`src/rtl/flex_counter_pkg.sv`:
```
// Shared types and helpers for the flexible counter family.
package flex_counter_pkg;

    // Widest counter any instance may use; terminal_val works at this width.
    localparam int MAX_CNT_BITS = 32;

    typedef enum logic [1:0] {
        WRAP1   = 2'b00,
        WRAP0   = 2'b01,
        SAT     = 2'b10,
        ONESHOT = 2'b11
    } cnt_mode_t;

    // Value at which the counter raises its flag for the given mode and direction.
    function automatic logic [MAX_CNT_BITS-1:0] terminal_val(
        input cnt_mode_t               mode,
        input logic                    dir,
        input logic [MAX_CNT_BITS-1:0] rollover_val
    );
        if (dir) begin
            return rollover_val;
        end else if (mode == WRAP1) begin
            return MAX_CNT_BITS'(1);
        end else begin
            return '0;
        end
    endfunction

endpackage

```
`src/rtl/flex_counter_ext_prescaler.sv`:
```
// Enable prescaler: tick marks every (div_val+1)-th enabled cycle.
module prescaler #(
    parameter int PRESCALE_BITS = 4
) (
    input  logic                     clk,
    input  logic                     n_rst,
    input  logic                     sync_clr,
    input  logic                     enable,
    input  logic [PRESCALE_BITS-1:0] div_val,
    output logic                     tick
);

    logic [PRESCALE_BITS-1:0] pre_cnt;

    assign tick = (pre_cnt == div_val);

    // Advance on enabled cycles, return to zero on tick or synchronous clear.
    always_ff @(posedge clk or negedge n_rst) begin
        if (!n_rst) begin
            pre_cnt <= '0;
        end else if (sync_clr) begin
            pre_cnt <= '0;
        end else if (enable) begin
            if (tick) begin
                pre_cnt <= '0;
            end else begin
                pre_cnt <= pre_cnt + PRESCALE_BITS'(1);
            end
        end
    end

endmodule

```
`src/rtl/flex_counter_ext.sv`:
```
// Multi-mode up/down counter with load, prescaler, wrap modes and terminal pulse.
module flex_counter_ext
    import flex_counter_pkg::*;
#(
    parameter int NUM_CNT_BITS  = 4,
    parameter int PRESCALE_BITS = 4
) (
    input  logic                     clk,
    input  logic                     n_rst,
    input  logic                     clear,
    input  logic                     count_enable,
    input  logic                     count_up,
    input  logic                     load,
    input  logic [NUM_CNT_BITS-1:0]  load_val,
    input  logic [1:0]               mode,
    input  logic [NUM_CNT_BITS-1:0]  rollover_val,
    input  logic [PRESCALE_BITS-1:0] prescale_val,
    output logic [NUM_CNT_BITS-1:0]  count_out,
    output logic                     rollover_flag,
    output logic                     rollover_pulse,
    output logic                     done
);

    cnt_mode_t               mode_e;
    logic                    tick;
    logic                    step;
    logic                    at_term;
    logic                    hold_at_term;
    logic [NUM_CNT_BITS-1:0] term;
    logic [NUM_CNT_BITS-1:0] next_cnt;

    assign mode_e = cnt_mode_t'(mode);

    prescaler #(
        .PRESCALE_BITS(PRESCALE_BITS)
    ) u_prescaler (
        .clk     (clk),
        .n_rst   (n_rst),
        .sync_clr(clear | load),
        .enable  (count_enable),
        .div_val (prescale_val),
        .tick    (tick)
    );

    // Terminal compare and the value the next step would produce.
    always_comb begin
        term         = NUM_CNT_BITS'(terminal_val(mode_e, count_up, MAX_CNT_BITS'(rollover_val)));
        at_term      = (count_out == term);
        hold_at_term = (mode_e == SAT) || (mode_e == ONESHOT);
        next_cnt     = count_out;
        if (at_term) begin
            if (hold_at_term) begin
                next_cnt = count_out;
            end else if (count_up) begin
                next_cnt = (mode_e == WRAP1) ? NUM_CNT_BITS'(1) : '0;
            end else begin
                next_cnt = rollover_val;
            end
        end else if (count_up) begin
            next_cnt = count_out + NUM_CNT_BITS'(1);
        end else begin
            next_cnt = count_out - NUM_CNT_BITS'(1);
        end
        // A completed one-shot ignores steps until cleared or reloaded.
        step = count_enable && tick && !done;
    end

    // Output registers: clear beats load beats step; pulse self-clears.
    always_ff @(posedge clk or negedge n_rst) begin
        if (!n_rst) begin
            count_out      <= '0;
            rollover_flag  <= 1'b0;
            rollover_pulse <= 1'b0;
            done           <= 1'b0;
        end else if (clear) begin
            count_out      <= '0;
            rollover_flag  <= 1'b0;
            rollover_pulse <= 1'b0;
            done           <= 1'b0;
        end else if (load) begin
            count_out      <= load_val;
            rollover_flag  <= (load_val == term);
            rollover_pulse <= 1'b0;
            done           <= 1'b0;
        end else if (step) begin
            count_out      <= next_cnt;
            rollover_flag  <= (next_cnt == term);
            rollover_pulse <= (next_cnt == term) && (next_cnt != count_out);
            if ((mode_e == ONESHOT) && (next_cnt == term)) begin
                done <= 1'b1;
            end
        end else begin
            rollover_pulse <= 1'b0;
        end
    end

endmodule
```
`config.mk`:
```
export PLATFORM = sky130hd
export DESIGN_NAME = flex_counter_ext
export DESIGN_NICKNAME = d
export VERILOG_FILES = /design/src/rtl/flex_counter_pkg.sv /design/src/rtl/flex_counter_ext_prescaler.sv /design/src/rtl/flex_counter_ext.sv
export SDC_FILE = /design/constraint.sdc
export NUM_CORES = 1
export LEC_CHECK = 0
export ABC_AREA = 1
export CAP_MARGIN = 0
export CORE_AREA = 2 2 51 53
export DETAILED_ROUTE_END_ITERATION = 12
export DIE_AREA = 0 0 53 55
export GPL_TIMING_DRIVEN = 0
export MAX_ROUTING_LAYER = met4
export PLACE_DENSITY = 0.89
export REMOVE_ABC_BUFFERS = 1
export SLEW_MARGIN = 20
export SYNTH_ARGS = -nofsm -noshare
export SYNTH_HDL_FRONTEND = slang
export SYNTH_SLANG_ARGS = --single-unit
```
`constraint.sdc`:
```
create_clock -name clk -period 3.6 [get_ports clk]
set_clock_uncertainty 0.15 [all_clocks]
set_input_delay 0.36 -clock clk [delete_from_list [all_inputs] [get_ports clk]]
set_output_delay 0.36 -clock clk [all_outputs]
set_load 0.05 [all_outputs]
```
==> impl_metrics.ini, run 1 <==
[worst_setup_path]
worstSetupPathType = in2reg
crit_fanout = 12
cp_data_arrival_time_ns = 2.89
cp.required_ns = 3.61
cp-end-kind = flop
start_kind = input pin

[global_route]
grt_pass1_vias = 1082
grt_antenna_before_repair = 0
gr-total-overflow = 0
grt_max_degree = 13
grt_pass1_wl_um = 4640
grtUsageTotal = 0.220

[timing]
final.min_clock_period_ns = 2.87
hold_violations = 0
drv_slew = 0
rsz0062_at_grt = false
relSlewSlack = 0.617
setup_viol = 0
worst_slew_pin_slew_ns = 0.572
hold_ws_ns = 0.276
period_share = 0.797
tns_ns = 0
fmax_mhz = 348

[clock_network]
clk_path_buf_depth = 2
clock_sinks = 11
path_clk_slew_ns = 0.07
cts_buffers = 3
cts_max_level = 1
hold_buffers = 0
cts_tree = built
post_cts_resized = 0
insertion_delay_ns = 0.27
root_buffer = clkbuf_4
post_cts_buffers = 0

[place]
gp_congestion = 0.912
dp_hpwl_um = 2400
dp_cells = 237
io_buffers = 26

[yosys]
syn_area_mm2 = 0.00123
yosys_most_used_dff = dfrtp_1
ys_seq_area_frac = 0.223
synth_edf_count = 0
synth_cell_types = 27
synth-warning-count = 0
yosys.cell_count.top_type = nand2_1
synthTopCellsByCount = nand2_1 (50), nand3_1 (22), inv_1 (20)
syn_inst = 182
synthTopCellsByArea = dfrtp_1 (22%), nand2_1 (15%), nand3_1 (8.9%)
ys_seq_elements = 11
synth_top_area_share = 0.223
synth-async-reset-ratio = 1.00
yosysTopAreaCell = dfrtp_1
avgSynthCellArea_um2 = 6.79

[flow_run]
max_cap_viol_count = 0

[route]
avgViaCountPerCell = 5.36
finalWirelength_um = 2880
wirelength_met1_um = 1370
wl_met3_um = 117
num_vias = 1291
drc_errors = 0
dr_wl_met2_um = 1390
final_antenna_net_count = 0
dr.pass1.iters = 4
drt_iter0_drc = 39
wl_per_cell_um = 12.0
highest_layer = met3

[run_status]
status = complete, no violations

[final_layout]
fin_nets = 236
drive_gt1_frac = 0.118
diodes = 0
fillers = 224
final_cells = 241
area_growth_syn_to_layout_pct = 25.3

[floorplanning]
pin_count = 27
die_w_um = 53
start_util = 0.522
rows = 18
fp.coreArea_mm2 = 0.00236
dieArea_mm2 = 0.00292
die_h_um = 55

[min_path]
min_path_type = in2async

[power]
p_leak_nw = 0.748
p_per_area_mw_per_mm2 = 330
vdd_drop_max_v = 0.000268
report_power, final:
part,leakage [nW],internal [W],total [W],switching (W)
Combinational,0.585,0.000106,0.000279,0.000173
Sequential,0.148,0.000131,0.000146,0.0000145
Clock,0.0150,0.0000429,0.0000850,0.0000421
worst max-delay path, stage by stage:
cell             delay [ns]
clkdlybuf4s50_1        0.83
inv_1                  0.29
ha_1                   0.40
a21oi_1                0.20
nand2_1                0.07
nand3_1                0.07
nand2_1                0.07
nand2_1                0.11
nand2_1                0.08
nand2_1                0.07
nand2_1                0.05
nor2_1                 0.14
nand2_1                0.07
nand2_1                0.05
nor2_1                 0.03
flip-flops by register name (all words and copies together) (netlist names):
signal / count
count_out: 4
u_prescaler.pre_cnt: 4
done: 1
rollover_flag: 1
rollover_pulse: 1
worst paths after layout:
path | end | cells after the start | from | slack, ns
max in group asynchronous | count_out[2]$_DFFE_PN0P_ | 1 | n_rst | 2.69
min | done$_DFFE_PN0P_ | 1 | n_rst | 0.28
max reg2reg | done$_DFFE_PN0P_ | 9 | count_out[0]$_DFFE_PN0P_ | 1.42
max | rollover_pulse$_DFF_PN0_ | 15 | count_up | 0.73
min reg2reg | rollover_flag$_DFFE_PN0P_ | 2 | rollover_flag$_DFFE_PN0P_ | 0.35
min in group clk | rollover_flag$_DFFE_PN0P_ | 2 | rollover_flag$_DFFE_PN0P_ | 0.35
placed cells by master, fill, tap and decap left out, drive strengths merged:
cell type | Yosys | routed
o22ai | 1 | 1
a211oi | 1 | 1
ha | 3 | 3
fa | 1 | 1
clkdlybuf4s50 | 0 | 26
inv | 21 | 21
xnor2 | 7 | 7
dfrtp | 11 | 11
o211ai | 4 | 4
nor3 | 2 | 2
clkinv | 1 | 1
nand2 | 63 | 63
nor2 | 14 | 14
nand4 | 2 | 2
a21oi | 9 | 9
xor2 | 4 | 4
o21ai | 11 | 11
clkbuf | 0 | 4
o21bai | 1 | 1
nand3 | 25 | 25
layer usage:
layer,vias up,global-route usage
li1,656,-
met1,593,0.289
met2,42,0.356
met3,0,0.0376
met4,0,0.0513
met5,-,-
final cells by class:
class	instances	area [um^2]	share of cell area
flip-flops and latches	11	275	0.178
multi-input cells	148	866	0.559
repair buffers	26	260	0.168
well taps	30	37.5	0.0243
clock buffers	4	26.3	0.0170
inverters	22	82.6	0.0534
cells by family after synthesis:
kind of cell | Yosys count | synth area share
DFF | 11 | 0.223
AOI/OAI and AO/OA | 27 | 0.129
and+or+nand+nor | 106 | 0.448
xor gates and xnor gates | 11 | 0.0780
adders and majority gates | 4 | 0.0466
buffers and inverters | 23 | 0.0760
through the flow:
stage	total power, W	util	area, um^2	setup slack [ns]
after detailed placement	0.000425	0.643	1520	0.461
after global placement	0.000419	0.643	1520	0.511
final	0.000510	0.654	1550	0.729
after floorplan	0.000345	-	1220	1.31
after CTS	0.000512	0.654	1550	0.752
after global routing	0.000550	0.654	1550	0.469
Power figures use the tool's default switching activity.
==> run 2: changes to the inputs <==
--- a/config.mk
+++ b/config.mk
@@ -7,12 +7,12 @@
 export LEC_CHECK = 0
 export ABC_AREA = 1
 export CAP_MARGIN = 0
-export CORE_AREA = 2 2 51 53
+export CORE_AREA = 2 2 55 57
 export DETAILED_ROUTE_END_ITERATION = 12
-export DIE_AREA = 0 0 53 55
+export DIE_AREA = 0 0 57 59
 export GPL_TIMING_DRIVEN = 0
 export MAX_ROUTING_LAYER = met4
-export PLACE_DENSITY = 0.89
+export PLACE_DENSITY = 0.82
 export REMOVE_ABC_BUFFERS = 1
 export SLEW_MARGIN = 20
 export SYNTH_ARGS = -nofsm -noshare
==> constraint.sdc (replaced) <==
create_clock -name clk -period 2.4 [get_ports clk]
set_clock_uncertainty 0.15 [all_clocks]
set_input_delay 0.24 -clock clk [delete_from_list [all_inputs] [get_ports clk]]
set_output_delay 0.24 -clock clk [all_outputs]
set_load 0.05 [all_outputs]
==> run 2 against run 1 <==
Global-route usage decreased by 3.1 points; critical path depth decreased by 3; combinational power increased by 48%; cell count increased by 0.41%; power increased by 48%; critical endpoint is now rollover_flag$_DFFE_PN0P_; largest cell class unchanged; highest routed layer unchanged.
==> impl_metrics.ini, run 2 (synthesis gave the netlist of run 1 again) <==
[worst_setup_path]
cp_data_arrival_time_ns = 2.19
crit_fanout = 5
worstSetupPathType = reg2reg
cp-end-kind = flop
crit_start = count_out[1]$_DFFE_PN0P_
crit_slowest_cell = dfrtp_1
path_cells = inv_1, fa_1, xor2_1, nand2_4, nand2_2, nand2_1, nand2_1, nor2_2, nand2_1, nand2_1, nand2_1, nand2_1
crit_top_cell = nand2_1
cp_slowest_stage_delay_ns = 0.50
cp.required_ns = 2.41
r2r_start = count_out[1]$_DFFE_PN0P_
start_kind = flop

[timing]
final.min_clock_period_ns = 2.17
period_share = 0.905
drv_slew = 0
hold_violations = 0
worst_slew_pin_slew_ns = 0.497
relSlewSlack = 0.667
rsz0062_at_grt = false
fmax_mhz = 460
hold_ws_ns = 0.154
setup_viol = 0

[min_path]
min_path_type = in2async

[route]
highest_layer = met3
dr_wl_met2_um = 1230
dr.pass1.iters = 4
wl_met3_um = 93
finalWirelength_um = 2700
drt_iter0_drc = 23
num_vias = 1240
drc_errors = 0
wl_per_cell_um = 11.1
wirelength_met1_um = 1370
avgViaCountPerCell = 5.12
final_antenna_net_count = 0

[final_layout]
final_cell_mix = nand2_1 (50), clkdlybuf4s50_1 (25), nand3_1 (22)
multi_input_area_um2 = 866
fillers = 278
layout_commonest_cell = nand2_1
drive_gt1_frac = 0.123
final_cell_area_mm2 = 0.00154
reg.largest.list = count_out: 4 flops, u_prescaler.pre_cnt: 4 flops
diodes = 0
regArea_um2 = 275
fin_nets = 236
area_growth_syn_to_layout_pct = 25.0

[clock_network]
cts_tree = built
clk_path_buf_depth = 2
cts_buffers = 3
post_cts_buffers = 0
cts_max_level = 1
root_buffer = clkbuf_4
path_clk_slew_ns = 0.07
clock_sinks = 11
hold_buffers = 0
insertion_delay_ns = 0.27

[place]
gp_congestion = 0.879
io_buffers = 26
place_area_mm2 = 0.00152
dp_hpwl_um = 2280

[floorplanning]
rows = 19
start_util = 0.456
pin_count = 27
die_h_um = 59
dieArea_mm2 = 0.00336
die_w_um = 57
fp.coreArea_mm2 = 0.00271

[power]
vdd_drop_max_v = 0.000447
p_per_area_mw_per_mm2 = 489
p_leak_nw = 0.748

[global_route]
grt_antenna_before_repair = 0
grt_max_degree = 13
grtUsageTotal = 0.189
grt_pass1_vias = 1106
grt_pass1_wl_um = 4890
gr-total-overflow = 0

[run_status]
status = complete, no violations

[flow_run]
max_cap_viol_count = 0
-- run 2: layout make-up --
cell class | count | area share
Multi-Input combinational cell | 148 | 0.561
Clock buffer | 4 | 0.0170
Sequential cell | 11 | 0.178
Tap cell | 31 | 0.0251
Inverter | 22 | 0.0535
Timing Repair Buffer | 26 | 0.165
-- run 2: power breakdown --
group,internal (W),leakage [nW],switching [W]
clock,0.0000643,0.0150,0.0000583
sequential,0.000197,0.148,0.0000222
combinational,0.000157,0.585,0.000256
total,0.000419,0.748,0.000337
-- run 2: metal layers --
metal  vias up  track usage
met5         -            -
met4         0      0.00997
met3         0       0.0415
met2        30        0.286
met1       553        0.273
li1        657            -
-- run 2: worst paths after layout --
path	end	cells past startpoint	slack [ns]
worst max-delay path	rollover_flag$_DFFE_PN0P_	12	0.23
max in group asynchronous	count_out[1]$_DFFE_PN0P_	1	1.61
worst max register to register	rollover_flag$_DFFE_PN0P_	12	0.23
min in group clk	rollover_flag$_DFFE_PN0P_	2	0.34
worst min-delay path	count_out[0]$_DFFE_PN0P_	1	0.15
worst min register to register	rollover_flag$_DFFE_PN0P_	2	0.34
-- run 2: through the flow --
stage          setup WS [ns]  total power, W  instances  TNS (ns)  utilization
6_report               0.228        0.000755        242         0        0.570
5_1_grt               0.0416        0.000830        242         0        0.570
4_1_cts                0.219        0.000761        242         0        0.572
3_5_place_dp          -0.599        0.000636        238     -2.90        0.562
3_3_place_gp          -0.564        0.000631        238     -2.66        0.562
2_1_floorplan          0.109        0.000518        181         0            -
-- run 2: critical path: cells and delay by family, from the launching register on --
kind / cells / cell delay (ns)
flip-flops: 1 / 0.50
buffers and inverters: 1 / 0.17
XOR/XNOR: 1 / 0.26
AND/OR/NAND/NOR: 9 / 0.56
adder cells (fa/ha/maj): 1 / 0.43
-- run 2: timing repair --
| action | CTS | global route |
|---|---|---|
| hold endpoints to repair | 0 | 0 |
| gates cloned | 0 | 0 |
| gates resized for setup | 3 | 2 |
| setup endpoints to repair | 5 | 1 |
==> run 3: changes to the inputs <==
--- a/config.mk
+++ b/config.mk
@@ -14,6 +14,7 @@
 export MAX_ROUTING_LAYER = met4
 export PLACE_DENSITY = 0.82
 export REMOVE_ABC_BUFFERS = 1
+export SETUP_SLACK_MARGIN = 0.02
 export SLEW_MARGIN = 20
 export SYNTH_ARGS = -nofsm -noshare
 export SYNTH_HDL_FRONTEND = slang
==> results of run 3 <==
The final DEF is identical to that of run 2; final timing and power are the same.
